[config.mk]
export PLATFORM = sky130hd
export DESIGN_NAME = mig_cmd_arbiter
export DESIGN_NICKNAME = d
export VERILOG_FILES = /design/src/rtl/mig_cmd_arbiter.sv
export SDC_FILE = /design/constraint.sdc
export NUM_CORES = 1
export LEC_CHECK = 0
export BUFFER_PORTS_ARGS = -buffer_cell sky130_fd_sc_hd__buf_2
export CAP_MARGIN = 30
export CORE_AREA = 8 8 305 307
export CTS_CLUSTER_SIZE = 20
export DETAILED_ROUTE_END_ITERATION = 7
export DIE_AREA = 0 0 313 315
export SYNTH_ARGS = -nofsm -noshare
export SYNTH_HDL_FRONTEND = slang
export SYNTH_SLANG_ARGS = --single-unit
[constraint.sdc]
create_clock -name clk_i -period 2.92 [get_ports clk_i]
set_input_delay 0.584 -clock clk_i [delete_from_list [all_inputs] [get_ports clk_i]]
set_output_delay 0.584 -clock clk_i [all_outputs]
set_load 0.05 [all_outputs]
[src/rtl/mig_cmd_arbiter.sv]
// Round-robin arbiter sharing one MIG user command port between NUM_REQ requesters,
// with an in-order read tag FIFO routing read data back. Option: MIG_ARB_PRIO0_EN.
module mig_cmd_arbiter #(
    parameter int NUM_REQ = 2,
    parameter int ADDR_W  = 28,
    parameter int DATA_W  = 128,
    parameter int MAX_RD  = 4
) (
    input  logic                          clk_i,
    input  logic                          rst_ni,
    input  logic [NUM_REQ-1:0]            req_valid_i,
    input  logic [NUM_REQ-1:0]            req_write_i,
    input  logic [NUM_REQ*ADDR_W-1:0]     req_addr_i,
    input  logic [NUM_REQ*DATA_W-1:0]     req_data_i,
    input  logic [NUM_REQ*DATA_W/8-1:0]   req_strb_i,
    output logic [NUM_REQ-1:0]            req_ready_o,
    output logic                          mig_en_o,
    output logic                          mig_w_en_o,
    output logic [ADDR_W-1:0]             mig_addr_o,
    output logic [DATA_W-1:0]             mig_data_o,
    output logic [DATA_W/8-1:0]           mig_strb_o,
    input  logic                          mig_ready_i,
    input  logic                          mig_rvalid_i,
    input  logic [DATA_W-1:0]             mig_rdata_i,
    output logic [NUM_REQ-1:0]            rsp_valid_o,
    output logic [DATA_W-1:0]             rsp_data_o,
    output logic [$clog2(MAX_RD+1)-1:0]   rd_outstanding_o,
    output logic                          err_o
);
    localparam int IDX_W  = (NUM_REQ > 1) ? $clog2(NUM_REQ) : 1;
    localparam int CNT_W  = $clog2(MAX_RD + 1);
    localparam int PTR_W  = (MAX_RD > 1) ? $clog2(MAX_RD) : 1;
    localparam int STRB_W = DATA_W / 8;
    localparam logic [CNT_W-1:0] CNT_MAX = CNT_W'(MAX_RD);

    logic [IDX_W-1:0]   rr_ptr, rr_next, grant_idx, sel_idx;
    logic [IDX_W:0]     cand_sum;
    logic [IDX_W-1:0]   cand;
    logic               grant_found, issue, push, pop;
    logic [NUM_REQ-1:0] eligible, rsp_onehot;
    logic [IDX_W-1:0]   tag_mem [MAX_RD];
    logic [PTR_W-1:0]   wr_ptr, rd_ptr;
    logic [CNT_W-1:0]   count;

    // A full tag FIFO blocks reads even if a pop lands in the same cycle.
    assign eligible = req_valid_i & (req_write_i | {NUM_REQ{count < CNT_MAX}});

    always_comb begin
        grant_found = 1'b0;
        grant_idx   = '0;
        cand_sum    = '0;
        cand        = '0;
        for (int i = 0; i < NUM_REQ; i++) begin
            cand_sum = {1'b0, rr_ptr} + (IDX_W+1)'(i);
            if (cand_sum >= (IDX_W+1)'(NUM_REQ))
                cand_sum = cand_sum - (IDX_W+1)'(NUM_REQ);
            cand = cand_sum[IDX_W-1:0];
`ifdef MIG_ARB_PRIO0_EN
            if (!grant_found && cand != '0 && eligible[cand]) begin
`else
            if (!grant_found && eligible[cand]) begin
`endif
                grant_found = 1'b1;
                grant_idx   = cand;
            end
        end
`ifdef MIG_ARB_PRIO0_EN
        if (eligible[0]) begin
            grant_found = 1'b1;
            grant_idx   = '0;
        end
`endif
    end

    // Handshake: a command transfers in the cycle where mig_en_o is high, which
    // already includes mig_ready_i; req_ready_o is the same-cycle accept pulse.
    assign issue   = grant_found && mig_ready_i;
    assign sel_idx = grant_found ? grant_idx : '0;
    assign rr_next = (grant_idx == IDX_W'(NUM_REQ-1)) ? '0 : grant_idx + 1'b1;

    always_comb begin
        mig_addr_o  = '0;
        mig_data_o  = '0;
        mig_strb_o  = '0;
        req_ready_o = '0;
        mig_w_en_o  = 1'b0;
        for (int k = 0; k < NUM_REQ; k++) begin
            if (sel_idx == IDX_W'(k)) begin
                mig_addr_o = req_addr_i[k*ADDR_W +: ADDR_W];
                mig_data_o = req_data_i[k*DATA_W +: DATA_W];
                mig_strb_o = req_strb_i[k*STRB_W +: STRB_W];
                req_ready_o[k] = issue;
                mig_w_en_o     = issue && req_write_i[k];
            end
        end
    end

    assign mig_en_o         = issue;
    assign push             = issue && !mig_w_en_o;
    assign pop              = mig_rvalid_i && (count != '0);
    assign rd_outstanding_o = count;

    always_comb begin
        rsp_onehot = '0;
        for (int k = 0; k < NUM_REQ; k++)
            if (tag_mem[rd_ptr] == IDX_W'(k)) rsp_onehot[k] = 1'b1;
    end

    function automatic logic [PTR_W-1:0] ptr_inc(input logic [PTR_W-1:0] p);
        return (p == PTR_W'(MAX_RD-1)) ? '0 : p + 1'b1;
    endfunction

    always_ff @(posedge clk_i or negedge rst_ni) begin
        if (!rst_ni) begin
            rr_ptr      <= '0;
            wr_ptr      <= '0;
            rd_ptr      <= '0;
            count       <= '0;
            rsp_valid_o <= '0;
            rsp_data_o  <= '0;
            err_o       <= 1'b0;
            for (int i = 0; i < MAX_RD; i++) tag_mem[i] <= '0;
        end else begin
            if (issue) begin
`ifdef MIG_ARB_PRIO0_EN
                if (grant_idx != '0) rr_ptr <= rr_next;
`else
                rr_ptr <= rr_next;
`endif
            end
            if (push) begin
                tag_mem[wr_ptr] <= grant_idx;
                wr_ptr          <= ptr_inc(wr_ptr);
            end
            if (pop) rd_ptr <= ptr_inc(rd_ptr);
            case ({push, pop})
                2'b10:   count <= count + 1'b1;
                2'b01:   count <= count - 1'b1;
                default: count <= count;
            endcase
            rsp_valid_o <= pop ? rsp_onehot : '0;
            if (pop) rsp_data_o <= mig_rdata_i;
            if (mig_rvalid_i && count == '0) err_o <= 1'b1;
        end
    end
endmodule

# Word level (Yosys, flattened, before mapping)
# Index checks and enable logic that the tools add are counted.
# totals
in_bits	480
elab_cells	78
ff_bits	143
output_inout_bits	310
# classes
n_reduce_logical	13
n_eq_ne	4
n_mux	30
bitwise	4
n_addsub	8
magnitude_cmp	8
# op_table
op	count
$mux 128	1
$mux 28	1
$mux 1	20
$mux 16	1
$logic_and 1x1->1	8
$eq 2x2->1 const B	3
$ge 3x3->1 const B	2
$mux 2	3
$not 2->3	2
$pmux 3 s2	1
$add 2x1->2 const B	2
$bwmux 4	1
$lt 1x2->1 const B	2
$add 3x1->3 const B	1
$logic_not 3->1	1
$lt 3x1->1 const B	1
$lt 3x3->1 const B	1
$reduce_bool 3->1	1
$sub 3x1->3 const B	1
$add 1x1->2 const B	1
$and 2x2->2	1
$bmux 1 s2	1
$demux 1 s2	1
$eq 2x1->1 const B	1
other kinds (7)	9

# Logic depth before layout (Yosys ltp)
# depth
depth_word	16
ltp_mapped	11
depth_no_buf	9

# Worst setup path before layout
# No wires, ideal clock.
# synth_timing
path_type	register to output
from	reg count[2], in the netlist rd_outstanding_o[2]
to	out mig_w_en_o
path_buffers	1
arrival_ns	2.470
path_stages_with_launch	5
required_ns	2.336
setup_slack_ns	-0.134
path_cell_list	dfrtp_1 > nand2b_1 > a32o_1 > buf_2 > nor3b_1
# synth_via
elab_chain_len	12
elab_cells_between_ends	18
cone_classes	order compare (1); mux (10); bitwise (2); reduce/logical (5)
# synth_lines
item	line_no	source
from (decl)	43	logic [CNT_W-1:0] count;
from (signal assigned)	137	2'b10: count <= count + 1'b1;
from (signal assigned)	138	2'b01: count <= count - 1'b1;
from (signal assigned)	139	default: count <= count;
$lt 3x3->1 *	46	assign eligible = req_valid_i & (req_write_i | {NUM_REQ{count < CNT_MAX}});
$or 2x2->2 *	46	
$and 2x2->2 *	46	
$mux 1 (implied by the code) (2 in a row)	61	if (!grant_found && eligible[cand]) begin
$mux 1	61	
$logic_not 1->1	61	
$logic_and 1x1->1	61	
$mux 1 *	61	
$logic_and 1x1->1 *	77	assign issue = grant_found && mig_ready_i;
net mig_en_o	17	output logic mig_en_o,
$logic_and 1x1->1	93	mig_w_en_o = issue && req_write_i[k];
$mux 1 *	88	if (sel_idx == IDX_W'(k)) begin
to (decl)	18	output logic mig_w_en_o,
# The timed path passes the listed nets; every way through them passes the cells marked *. The select of a mux whose other input is x is not followed.

# Final worst setup path
# layout_timing
from	reg count[2], in the netlist rd_outstanding_o[2]
to	out mig_data_o[46]
# layout_via
elab_chain_len	11
elab_cells_between_ends	15
cone_classes	order compare (1); mux (10); bitwise (2); reduce/logical (2)
# layout_lines
item	line_no	source
$lt 3x3->1 *	46	
$or 2x2->2 *	46	
$and 2x2->2 *	46	
$mux 1 (implied by the code) (2 in a row)	61	
$mux 1	61	
$logic_not 1->1	61	
$logic_and 1x1->1	61	
$mux 1	61	
$mux 1 *	78	assign sel_idx = grant_found ? grant_idx : '0;
$mux 128 *	88	
to (decl)	20	output logic [DATA_W-1:0] mig_data_o,
# Mark *: on every way between the ends. The rest lies on a longest branch, timed or not. The select of a mux whose other input is x is not followed.

==> flow_metrics.py <==
metrics = {
    "global_route": {
        "antenna_violations_before_repair": 55,
        "first_pass_grt_wire_length_mm": 84.1,
        "grt.total_usage_pct": 12.3,
        "gr-total-overflow": 0,
        "grt_max_degree": 133,
        "first_global_vias": 9884,
    },
    "routing": {
        "drtAntennaViolNets": 0,
        "wl_mm": 65.3,
        "iteration_0_drc_count_of_the_detailed_router": 552,
        "num_vias": 9265,
        "vias_per_cell": 3.32,
        "drt_pass1_iterations": 5,
        "drcViolationCount": 0,
        "wire_length_per_cell_um": 23.4,
    },
    "yosys": {
        "synthesis.area_um2": 7630,
        "yosys_warnings": 0,
        "synth_xor_xnor_area_share_pct": 0.344,
        "postSynthNetCount": 1295,
        "postSynth.asyncResetShare_pct": 100,
        "yosys.area_share.adder_pct": 1.25,
        "synth.avg_cell_area_um2": 9.45,
        "ys_ff_latch": 143,
        "synth_simple_gate_area_share_pct": 20.5,
        "syn_inst": 808,
        "synth_edf_count": 0,
        "synth_cell_type_count": 28,
        "synth_compound_area_share_pct": 0.951,
        "most_common_cell_in_the_synthesized_netlist": "sky130_fd_sc_hd__nand2_1",
        "synth_top_family_by_area": "multiplexers",
        "yosysTopAreaCell": "sky130_fd_sc_hd__dfrtp_1",
        "post-synth-top-area-fraction_pct": 46.9,
        "synth_top_area_cells": "sky130_fd_sc_hd__dfrtp_1, sky130_fd_sc_hd__nand2_1, sky130_fd_sc_hd__mux2_1, sky130_fd_sc_hd__mux2_2, sky130_fd_sc_hd__buf_2",
        "synthFlopType": "sky130_fd_sc_hd__dfrtp_1",
        "yosysSeqAreaShare_pct": 46.9,
        "synth_common_cells": "sky130_fd_sc_hd__nand2_1, sky130_fd_sc_hd__dfrtp_1, sky130_fd_sc_hd__mux2_1",
        "synth_mux_area_share_pct": 26.8,
    },
    "sta": {
        "final_max_slew_violation_count": 0,
        "final_hold_viol_count": 0,
        "max_freq_ghz": 0.353,
        "finalCritPeriodShare_pct": 96.9,
        "final_count_of_negative_setup_slack_endpoints": 0,
        "final.setup_skew_ps": 13.7,
        "post-route-min-period_ps": 2830,
        "rsz0062_at_grt": "true",
        "slew-limit-headroom_pct": 52.8,
        "tightest_slew_ps": 708,
    },
    "cells_and_area": {
        "layout.area.seq_um2": 3580,
        "final_design_area_no_fill_um2": 14500,
        "areaGrowthSynthToFinish_pct": 89.8,
        "share_of_cells_above_drive_strength_1_pct": 58.7,
        "multiInputGateArea_um2": 3870,
        "num-fill-cells": 9945,
        "nNetsFinal": 2089,
        "fin_util_pct": 16.5,
    },
    "critical_path": {
        "cp_num_cells": 7,
        "critical_path.max_stage_delay_ps": 510,
        "ff2ff_path_depth": 11,
        "critical-path-top-delay-family": "buffers and inverters",
        "worst_path_arrival_time_ps": 2250,
        "cp-endpoint": "mig_data_o[46]",
        "rr_startpoint": "rr_ptr",
        "r2r_slack_ps": 400,
        "worst-path-buf-inv": 3,
        "critPathRequiredTime_ps": 2340,
        "endpoint_kind": "output pin",
        "r2r_end": "rd_outstanding_o[2]",
        "critPathLaunch": "rd_outstanding_o[2]",
        "path_class": "flip-flop to output pin",
        "critPathSlowestCell": "sky130_fd_sc_hd__dfrtp_2",
        "crit_path_cell_trace": "nand2b_4, nand2_4, nand3_4, buf_12, buf_4, mux2_1, buf_2",
        "cp_max_fo": 6,
        "start_kind": "flip-flop",
    },
    "floorplanning": {
        "i_o_pins": 790,
        "die_h_um": 315,
        "floorplan_die_width_um": 313,
        "area_of_the_core_um2": 88000,
        "floorplan.rows": 109,
        "initial_core_util_pct": 8.68,
        "die_area_um2": 98600,
    },
    "clock_tree": {
        "cts_tree": "yes",
        "max-clock-path-buffers": 2,
        "htree_levels": 4,
        "clock_latency_ps": 430,
        "cts_sinks": 143,
        "cts_inserted_buffers": 17,
        "clk_pin_slew_worst_paths_ps": 80,
        "cts_root_buffer": "sky130_fd_sc_hd__clkbuf_16",
    },
    "pwr": {
        "power_density_nw_per_um2": 936,
        "vdd_ir_drop_max_mv": 0.460,
        "p_leak_nw": 7.72,
    },
    "place": {
        "gp_routability_congestion": 1.00,
        "place_hpwl_mm": 56.2,
        "numPortBuffers": 789,
        "detailed_place.area_um2": 13300,
    },
    "flow_run": {
        "cap_violations": 0,
    },
    "status": {
        "outcome": "finished, final reports clean",
    },
    "hold_path": {
        "hold_class": "input port to asynchronous set/reset pin",
    },
}
-- sequential cells by signal (all words and copies together) (netlist names) --
register          count
rsp_data_o          128
wr_ptr                2
rsp_valid_o           2
rd_ptr                2
rd_outstanding_o      3
rr_ptr                1
err_o                 1
tag_mem               4
-- logic make-up (layout without fill, tap and decap cells) --
kind of cell               count (synthesis)  after routing
adders and majority gates                  7              7
DFF                                      143            143
and+or+nand+nor                          405            405
xor gates and xnor gates                   3              3
AOI/OAI and AO/OA                         10             10
buffers and inverters                     59            866
muxes                                    181            181
other                                      0             14
-- per-layer routing --
metal	routed length [um]	vias to the layer above	GRT usage (%)
li1	-	4213	-
met5	208	-	0
met3	6970	106	5.59
met2	32400	599	21.9
met1	23500	4311	13.0
met4	2240	36	3.97
-- worst min-delay path by stage --
stage / from / to / slack, ps / depth (start not counted)
3_3_place_gp: err_o / err_o / 440 / 1
5_1_grt: rst_ni / rsp_data_o[88] / 120 / 1
4_1_cts: rst_ni / rsp_data_o[82] / 90 / 1
6_report: rst_ni / rsp_data_o[82] / 100 / 1
2_1_floorplan: rst_ni / err_o / 290 / 0
3_5_place_dp: err_o / err_o / 440 / 1
-- per-stage QoR --
step	TNS, ps	setup slack, ps	total power [mW]	std cells	hold WS, ps
detailed placement	-2.77	-2.77	11.0	2737	444
global placement	-3.55	-3.55	11.0	2737	438
floorplan	0	210	8.41	808	288
CTS	-168	-35.1	13.8	2779	90.0
global route	-75.3	-16.1	14.3	2782	116
finish	0	90.2	13.6	2794	99.0
-- what timing repair did --
| action | 4_1_cts | 5_1_grt |
|---|---|---|
| pin swaps | 1 | 0 |
| setup endpoints to repair | 165 | 132 |
| resized for setup | 102 | 57 |
| hold buffers | 0 | 0 |
| buffers inserted | 7 | 1 |
| gates cloned | 3 | 1 |
-- layout make-up --
class	instances	area share, %
Clock inverter	15	1.28
Inverter	10	0.276
Antenna cell	14	0.242
Sequential cell	143	24.7
Clock buffer	17	2.94
Tap cell	1165	10.1
Timing Repair Buffer	824	33.8
Multi-Input combinational cell	606	26.7
-- layout by cell type (no fill, tap or decap), drive strengths merged, types with 2 or more instances in the layout --
cell type / synthesis / routed
clkbuf: 20 / 18
and2: 3 / 3
nor2b: 2 / 2
ha: 6 / 6
o211ai: 4 / 4
nand2: 388 / 388
clkinv: 0 / 8
nor2: 4 / 4
nand2b: 3 / 3
a21o: 3 / 3
mux2: 175 / 175
inv: 10 / 16
nor3: 2 / 2
xor2: 2 / 2
diode: 0 / 14
buf: 29 / 822
dfrtp: 143 / 143
mux2i: 5 / 5
-- power breakdown --
group	leakage (nW)	switching (mW)	total (mW)	internal, mW
Combinational	5.69	6.03	8.30	2.26
Sequential	1.74	0.376	3.02	2.65
Clock	0.293	1.08	2.24	1.16
Total	7.72	7.49	13.6	6.07
Note: power is estimated with default switching activity, not from simulation.
